<file path="config.mk">
export PLATFORM = sky130hd
export DESIGN_NAME = addr_seq_ctrl
export DESIGN_NICKNAME = d
export VERILOG_FILES = /design/src/rtl/addr_seq_ctrl.sv
export SDC_FILE = /design/constraint.sdc
export NUM_CORES = 1
export LEC_CHECK = 0
export ABC_AREA = 1
export BUFFER_PORTS_ARGS = -buffer_cell sky130_fd_sc_hd__buf_4
export CAP_MARGIN = 15
export CORE_MARGIN = 3
export CORE_UTILIZATION = 35
export DETAILED_ROUTE_END_ITERATION = 7
export PLACE_DENSITY = 0.55
export SYNTH_ARGS = -nofsm -noshare
export SYNTH_HDL_FRONTEND = slang
export SYNTH_SLANG_ARGS = --single-unit
export TNS_END_PERCENT = 20
</file>
<file path="constraint.sdc">
create_clock -name Clk -period 1.52 [get_ports Clk]
set_input_delay 0.228 -clock Clk [delete_from_list [all_inputs] [get_ports Clk]]
set_output_delay 0.228 -clock Clk [all_outputs]
set_load 0.005 [all_outputs]
</file>
<file path="src/rtl/addr_seq_ctrl.sv">
// Effective-address sequencing FSM: latches an instruction, steers the address adder
// selects, then walks MAR/PC loads, the memory handshake, indirect re-fetch and writeback.
module addr_seq_ctrl #(
  parameter int MEM_TIMEOUT = 16
) (
  input  logic        Clk,
  input  logic        Reset,
  input  logic        start,
  input  logic [15:0] ir,
  input  logic [2:0]  nzp,
  input  logic        mem_ready,
  output logic        addr1_sel,
  output logic [1:0]  addr2_sel,
  output logic        ld_mar,
  output logic        mar_from_mdr,
  output logic        ld_pc,
  output logic        ld_r7,
  output logic        ld_reg,
  output logic        ld_cc,
  output logic        mem_en,
  output logic        mem_we,
  output logic        busy,
  output logic        done,
  output logic        err
);

  // state | meaning
  // IDLE  | waiting for start
  // EA    | adder selects driven, PC/MAR/DR load decided by opcode
  // MEM   | memory access, waiting on mem_ready or timeout
  // IND   | MAR <= MDR before the second indirect access
  // WB    | load writeback (DR and CC)
  // DONE  | completion pulse, err if illegal opcode or timeout

  localparam int CW = (MEM_TIMEOUT > 2) ? $clog2(MEM_TIMEOUT) : 1;
  localparam logic [CW-1:0] CNT_LAST = CW'(MEM_TIMEOUT - 1);

  typedef enum logic [2:0] {
    S_IDLE, S_EA, S_MEM, S_IND, S_WB, S_DONE
  } state_t;

  state_t        state, state_n;
  logic [15:0]   ir_q, ir_n;
  logic [2:0]    nzp_q, nzp_n;
  logic          ind_q, ind_n;
  logic          bad_q, bad_n;
  logic [CW-1:0] cnt, cnt_n;

  logic       a1_n, mar_n, mfm_n, pc_n, r7_n, reg_n, cc_n, en_n, we_n, busy_n, done_n, err_n;
  logic [1:0] a2_n;

  logic unused_ir_bits;
  assign unused_ir_bits = ^ir_q[8:0];

  always_comb begin
    state_n = state;
    ir_n    = ir_q;
    nzp_n   = nzp_q;
    ind_n   = ind_q;
    bad_n   = bad_q;
    cnt_n   = '0;
    case (state)
      S_IDLE: begin
        if (start) begin
          ir_n    = ir;
          nzp_n   = nzp;
          ind_n   = (ir[15:13] == 3'b101);
          bad_n   = 1'b0;
          state_n = S_EA;
        end
      end
      S_EA: begin
        case (ir_q[15:12])
          4'b0000, 4'b0100, 4'b1110:                    state_n = S_DONE;
          4'b0010, 4'b0011, 4'b1010, 4'b1011,
          4'b0110, 4'b0111:                             state_n = S_MEM;
          default: begin
            bad_n   = 1'b1;
            state_n = S_DONE;
          end
        endcase
      end
      S_MEM: begin
        // ready takes priority over the timeout limit in the same cycle
        if (mem_ready) begin
          if (ind_q)           state_n = S_IND;
          else if (!ir_q[12])  state_n = S_WB;
          else                 state_n = S_DONE;
        end else if (cnt == CNT_LAST) begin
          bad_n   = 1'b1;
          state_n = S_DONE;
        end else begin
          cnt_n = cnt + 1'b1;
        end
      end
      S_IND: begin
        ind_n   = 1'b0;
        state_n = S_MEM;
      end
      S_WB:    state_n = S_DONE;
      S_DONE:  state_n = S_IDLE;
      default: state_n = S_IDLE;
    endcase
  end

  // Outputs are decoded from the next state so they register alongside it.
  always_comb begin
    a1_n   = 1'b0;
    a2_n   = 2'b00;
    mar_n  = 1'b0;
    mfm_n  = 1'b0;
    pc_n   = 1'b0;
    r7_n   = 1'b0;
    reg_n  = 1'b0;
    cc_n   = 1'b0;
    en_n   = 1'b0;
    we_n   = 1'b0;
    done_n = 1'b0;
    err_n  = 1'b0;
    busy_n = (state_n != S_IDLE);
    case (state_n)
      S_EA: begin
        case (ir_n[15:12])
          4'b0000: begin
            a2_n = 2'b11;
            pc_n = |(nzp_n & ir_n[11:9]);
          end
          4'b0100: begin
            if (ir_n[11]) a2_n = 2'b10;
            else          a1_n = 1'b1;
            pc_n = 1'b1;
            r7_n = 1'b1;
          end
          4'b1110: begin
            a2_n  = 2'b11;
            reg_n = 1'b1;
          end
          4'b0010, 4'b0011, 4'b1010, 4'b1011: begin
            a2_n  = 2'b11;
            mar_n = 1'b1;
          end
          4'b0110, 4'b0111: begin
            a1_n  = 1'b1;
            a2_n  = 2'b01;
            mar_n = 1'b1;
          end
          default: ;
        endcase
      end
      S_MEM: begin
        en_n = 1'b1;
        we_n = ir_n[12] & ~ind_n;
      end
      S_IND:  mfm_n = 1'b1;
      S_WB: begin
        reg_n = 1'b1;
        cc_n  = 1'b1;
      end
      S_DONE: begin
        done_n = 1'b1;
        err_n  = bad_n;
      end
      default: ;
    endcase
  end

  always_ff @(posedge Clk) begin
    if (Reset) begin
      state        <= S_IDLE;
      ir_q         <= '0;
      nzp_q        <= '0;
      ind_q        <= 1'b0;
      bad_q        <= 1'b0;
      cnt          <= '0;
      addr1_sel    <= 1'b0;
      addr2_sel    <= 2'b00;
      ld_mar       <= 1'b0;
      mar_from_mdr <= 1'b0;
      ld_pc        <= 1'b0;
      ld_r7        <= 1'b0;
      ld_reg       <= 1'b0;
      ld_cc        <= 1'b0;
      mem_en       <= 1'b0;
      mem_we       <= 1'b0;
      busy         <= 1'b0;
      done         <= 1'b0;
      err          <= 1'b0;
    end else begin
      state        <= state_n;
      ir_q         <= ir_n;
      nzp_q        <= nzp_n;
      ind_q        <= ind_n;
      bad_q        <= bad_n;
      cnt          <= cnt_n;
      addr1_sel    <= a1_n;
      addr2_sel    <= a2_n;
      ld_mar       <= mar_n;
      mar_from_mdr <= mfm_n;
      ld_pc        <= pc_n;
      ld_r7        <= r7_n;
      ld_reg       <= reg_n;
      ld_cc        <= cc_n;
      mem_en       <= en_n;
      mem_we       <= we_n;
      busy         <= busy_n;
      done         <= done_n;
      err          <= err_n;
    end
  end

endmodule

</file>
### After elaboration in Yosys (flattened, before gate mapping)

Cells that the tools add are included.

* $add $sub $neg: 1
* equality and inequality tests: 27
* muxes and demuxes: 31
* bitwise gates (word level): 7
* reductions and logical operators: 15

Operators by type and width (count)
* 2-to-1 mux 16 bit: 2
* == test 4 bit, second input constant: 7
* == test 4 x 3 -> 1 bit, second input constant: 6
* 2-to-1 mux 3 bit: 7
* OR reduction 6 bit: 3
* == test 4 x 2 -> 1 bit, second input constant: 4
* case mux 3 bit (5 select lines): 1
* 2-to-1 mux 1 bit: 14
* == test 3 x 2 -> 1 bit, second input constant: 4
* == test 3 bit, second input constant: 4
* OR reduction 9 bit: 1
* logical NOT 4 bit: 2
* case mux 1 bit (2 select lines): 4
* OR reduction 2 bit: 4
* == test 3 x 1 -> 1 bit, second input constant: 2
* case mux 2 bit (3 select lines): 1
* NOT 1 bit: 5
* adder 4 x 1 -> 4 bit, second input constant: 1
* OR reduction 4 bit: 1
* bitwise AND 3 bit: 1
* logical NOT 3 bit: 1
* case mux 1 bit (3 select lines): 1
* nonzero test 3 bit: 1
* OR reduction 3 bit: 1
* other kinds (3): 3

* register bits after elaboration: 42
* input bits: 23
* output and inout port bits: 14
* word-level logic and storage cells: 101

### Logic depth before layout (Yosys ltp)

* depth after elaboration: 7
* mapped depth: 11
* gate-level depth less buffers: 11

### Worst setup path before layout

No wires, ideal clock.

* kind: reg-to-reg
* start: reg state[0]
* end: reg ld_reg
* setup time: 0.114 ns
* arrival: 1.160 ns
* required time: 1.406 ns
* setup slack: 0.246 ns
* cell stages (with the launch flop): 10
* path buffers: 0
* period minus slack after synthesis: 1.274 ns
* path through: dfxtp_1 inv_2 nand2_1 nor2_1 nor2_4 nand2_1 nor2_2 nand2_1 nand3_1 nor2_1

* cells in the longest elaborated chain, start to end: 5

Ends and longest elaborated chain
* from (decl): line 42 `state_t state, state_n;`
* from (signal assigned): line 189 `state <= state_n;`
* 2-to-1 mux 3 bit or logical NOT 3 bit (tied branches): line 89, 62
* 2-to-1 mux 3 bit or 2-to-1 mux 16 bit (tied branches): line 85, 62
* case mux 3 bit (5 select lines) or == test 4 bit (tied branches): line 62, 123
* == test 3 bit (tied with other cells): line 121 `case (state_n)`
* case mux 1 bit (2 select lines) *: line 121
* to (signal assigned): line 201 `ld_reg <= reg_n;`
* to (decl): line 18 `output logic ld_reg,`

Every way passes the cells marked *; elsewhere a longest branch is shown, timed or not.
A chain may end at the register's enable or synchronous reset.

### Worst setup path in the final report

* start: reg cnt[0]
* end: reg ld_reg

* cells in the longest elaborated chain, start to end: 6

Ends and longest elaborated chain
* from (decl): line 47 `logic [CW-1:0] cnt, cnt_n;`
* from (signal assigned): line 194 `cnt <= cnt_n;`
* == test 4 bit *: line 89 `end else if (cnt == CNT_LAST) begin`
* 2-to-1 mux 3 bit *: line 89
* 2-to-1 mux 3 bit *: line 85 `if (mem_ready) begin`
* case mux 3 bit (5 select lines) *: line 62 `case (state)`
* == test 3 bit or == test 3 x 1 -> 1 bit (tied branches): line 121
* case mux 1 bit (2 select lines) *: line 121

Marked as above.

==> summary.md <==
The flow ran to the end, and the final reports show no timing, DRC or antenna violations. In the final routed layout, each cell accounts on average for 10.2 um. The clock passes through at most 2 buffers. The maximum vdd ir drop came out at 703 uV.

The power density normalized to cell area is 1380 mW/mm2, and the net total in the final layout is 274. The largest registers in the layout are ir_q (7), cnt (4). At the placement stage, the worst setup path has a slack of 0.0465 ns. Setup repair after global routing could not meet its margin everywhere. The number of primary I/O pins was 37; the number of buffers inserted by port buffering was 27.

The placed standard-cell area was 0.00184 mm2; the biggest fanout along the worst timing path was 7. The worst setup path is launched from a register. On the final layout, the worst clock skew is 0.00505 ns. The tightest hold path in the finished design has a slack of 0.235 ns. The tree is rooted in a clkbuf_8. After routing the design area is 0.00196 mm2.

The final core area utilization is 0.482. For this run, the top clock speed supported by timing is 0.723 GHz. For the worst setup path, the data required time is 1.70 ns.

More flip-flops sit in one register than any other, and that register is ir_q. In this run the static leakage power is 0.000970 uW. Total placed cells including tap cells: 292. Setup slack on the worst reg-to-reg path comes out at 0.14 ns.

Across the run, the number of max-cap violations was 0. The post-route fraction of the period consumed by the critical path is 0.910, and the final count of pins violating max slew is 0. The run gives 0 as the total of hold buffers inserted after clock tree synthesis. The run gives 0.00149 mm2 as the area of the mapped netlist. For this run, the number of Yosys warnings is 0.

The number of antenna cells inserted was 0; the number of vias after detailed routing was 1311. The total of endpoints with negative setup slack in the final report came out at 0. The run gives 3.06 mm as the final routed wirelength across all metal layers.

The floorplan die width was 71.3 um. For this run, design rule violations remaining after detail routing come to 0. The y dimension of the die was 71.3 um; the average vias per placed instance was 4.38.

The row count was 23; the final instance count without filler cells was 299. The most frequent cell after synthesis was nand2_1. The weighted congestion at the end of routability-driven global placement is 0.754, and the number of flops mapped to enable cells by yosys is 0. The synthesized net count came out at 231. Fraction of final layout cells with drive strength greater than 1: 0.313. The worst hold path belongs to the class input pin to register. Synthesis instantiated 26 different standard cells from the library.

Counting every sink on the clock net gives 33. The area enclosed by the die boundary came out at 0.00509 mm2. The logs give 0 for the hold violation total from the final report and 5.24 mm for the first-pass GRT wire length. The run gives 0.0477 as the fraction of met3 tracks used by global routing. The tools report the source of the worst hold timing path as nzp[0].

The end point of the most critical hold path is nzp_q[0]. Measured in cells, the most critical reg-to-reg path has a length of 8. The worst setup path is captured at a register. The area fraction of the dominant cell type after synthesis was 0.442; the layout overhead on the synthesized area was 30.9%. In this run the remaining antenna-violating nets after routing total 0.

For the core footprint, the log shows 0.00406 mm2. The number of register bits inferred by synthesis came out at 33. The fraction of the yosys area taken by sequential cells was 0.442. After the first detailed-routing iteration, the DRC count stood at 68.

Hold path depth: 3. Summed over all instances, the cell type with the most area after synthesis is dfxtp_1. Sorting the synthesized cells by area gives the leading types as dfxtp_1, nand2_1, nor2_1. The maximum number of pins on one net before global-route repair was 18. The all-layer global routing usage came out at 0.133. Once detailed placement completed, the half-perimeter wirelength came to 2.27 mm.

The slew at the pin closest to its max-slew limit works out to 0.241 ns. The least setup slack across all paths after layout was 0.137 ns; the met2 capacity usage during global routing was 0.190. The most frequently used flop master after synthesis is dfxtp_1. The end of the worst register-to-register path is ld_reg.

The tools report the initial antenna violation count as 0. After clock tree synthesis, the clock-pin slew on the worst setup and hold paths is 0.06 ns. The per-instance average area after synthesis is 7.22 um2, and the gate count of the mapped netlist is 207. The met1 capacity usage during global routing came out at 0.177.

For the worst-skew pair, the clock arrives at the later sink with an insertion delay of 0.28 ns. The startpoint of the worst register-to-register path is cnt[0]. After synthesis, the most frequently instantiated cells are nand2_1, dfxtp_1, nor2_1.

The layer with the highest usage is met2. Data arrives at the worst endpoint at 1.56 ns. The TritonCTS buffer count is 5.

TritonCTS built the clock tree. The fill cell total of the finished layout is 418. The tightest slew margin relative to the limit was 0.838.

The critical path start-end classification was register to register. The H-tree depth is 2, and the number of global-route vias before repair is 1216. Global routing finished with a remaining overflow of 0. The async set or reset register ratio after synthesis was 0; the minimum period implied by the final worst setup slack was 1.38 ns. The starting density of the core is 0.368. The first detailed-routing pass took 4 iterations. Flip-flop count of the largest register after layout: 7.
-- through the flow --
| step | setup TNS [ns] | total power (uW) |
|---|---|---|
| detailed placement | 0 | 2080 |
| floorplan | 0 | 1730 |
| global route | -0.0272 | 2920 |
| finish | 0 | 2700 |
| CTS | 0 | 2700 |
| global placement | 0 | 2090 |
-- cell families after synthesis --
kind of cell    Yosys count  synth area share
compound gates           14            0.0519
buf+inv                  35            0.0930
xor+xnor                  1           0.00586
simple gates            123             0.399
flops                    33             0.442
fa+ha+maj                 1           0.00837
-- area by class of cell --
| type | instances | area [um2] | area share |
|---|---|---|---|
| tap | 50 | 62.6 | 0.0320 |
| sequential | 33 | 666 | 0.340 |
| clock inverter | 1 | 5.00 | 0.00256 |
| clock buffer | 5 | 68.8 | 0.0352 |
| multi-input combinational | 139 | 728 | 0.372 |
| timing repair buffer | 39 | 305 | 0.156 |
| inverter | 32 | 120 | 0.0614 |
-- how the worst max path moves through the flow --
stage          cells after the start  startpoint      endpoint  slack, ns
2_1_floorplan                      9    state[0]        ld_reg       0.25
3_3_place_gp                      10    state[2]        ld_reg       0.05
3_5_place_dp                      10    state[2]  addr2_sel[1]       0.05
4_1_cts                           10    state[2]        ld_reg       0.03
5_1_grt                            9      cnt[0]        ld_reg      -0.02
6_report                           8      cnt[0]        ld_reg       0.14
-- power breakdown --
group / leakage, uW / switching (uW) / internal, uW
clock: 0.0000399 / 292 / 300
combinational: 0.000660 / 583 / 445
sequential: 0.000270 / 82.9 / 995
total: 0.000970 / 958 / 1740
-- worst max-delay path: stages (launching register included) --
cell     delay (ns)
dfxtp_1        0.36
ha_2           0.20
nand2_1        0.05
inv_1          0.07
nand3_1        0.14
nor2_2         0.19
nor2_4         0.08
a21oi_1        0.14
nor2_1         0.05
-- metal layers --
| metal | routed length [um] | vias to the layer above |
|---|---|---|
| met2 | 1340 | 23 |
| met1 | 1500 | 563 |
| met3 | 153 | 6 |
| li1 | - | 719 |
| met5 | 0 | - |
| met4 | 61 | 0 |
-- what timing repair did --
item / 4_1_cts / 5_1_grt
buffers inserted: 0 / 1
resized for setup: 0 / 12
endpoints found under the setup margin: 0 / 11
endpoints found under the hold margin: 0 / 0
-- placed cells by master, fill, tap and decap left out, drive strengths merged --
cell type | Yosys | layout
o21bai | 1 | 1
nand4 | 2 | 2
o22ai | 1 | 1
dfxtp | 33 | 33
nand3 | 13 | 13
clkbuf | 2 | 5
inv | 32 | 32
a21oi | 5 | 5
clkinv | 0 | 1
buf | 1 | 39
xor2 | 1 | 1
nand2 | 55 | 55
nand3b | 3 | 3
nor2 | 43 | 43
ha | 1 | 1
a31oi | 1 | 1
o21ai | 5 | 5
nor3 | 7 | 7
o21a | 1 | 1
No activity file was read; power rests on OpenSTA's default activity.
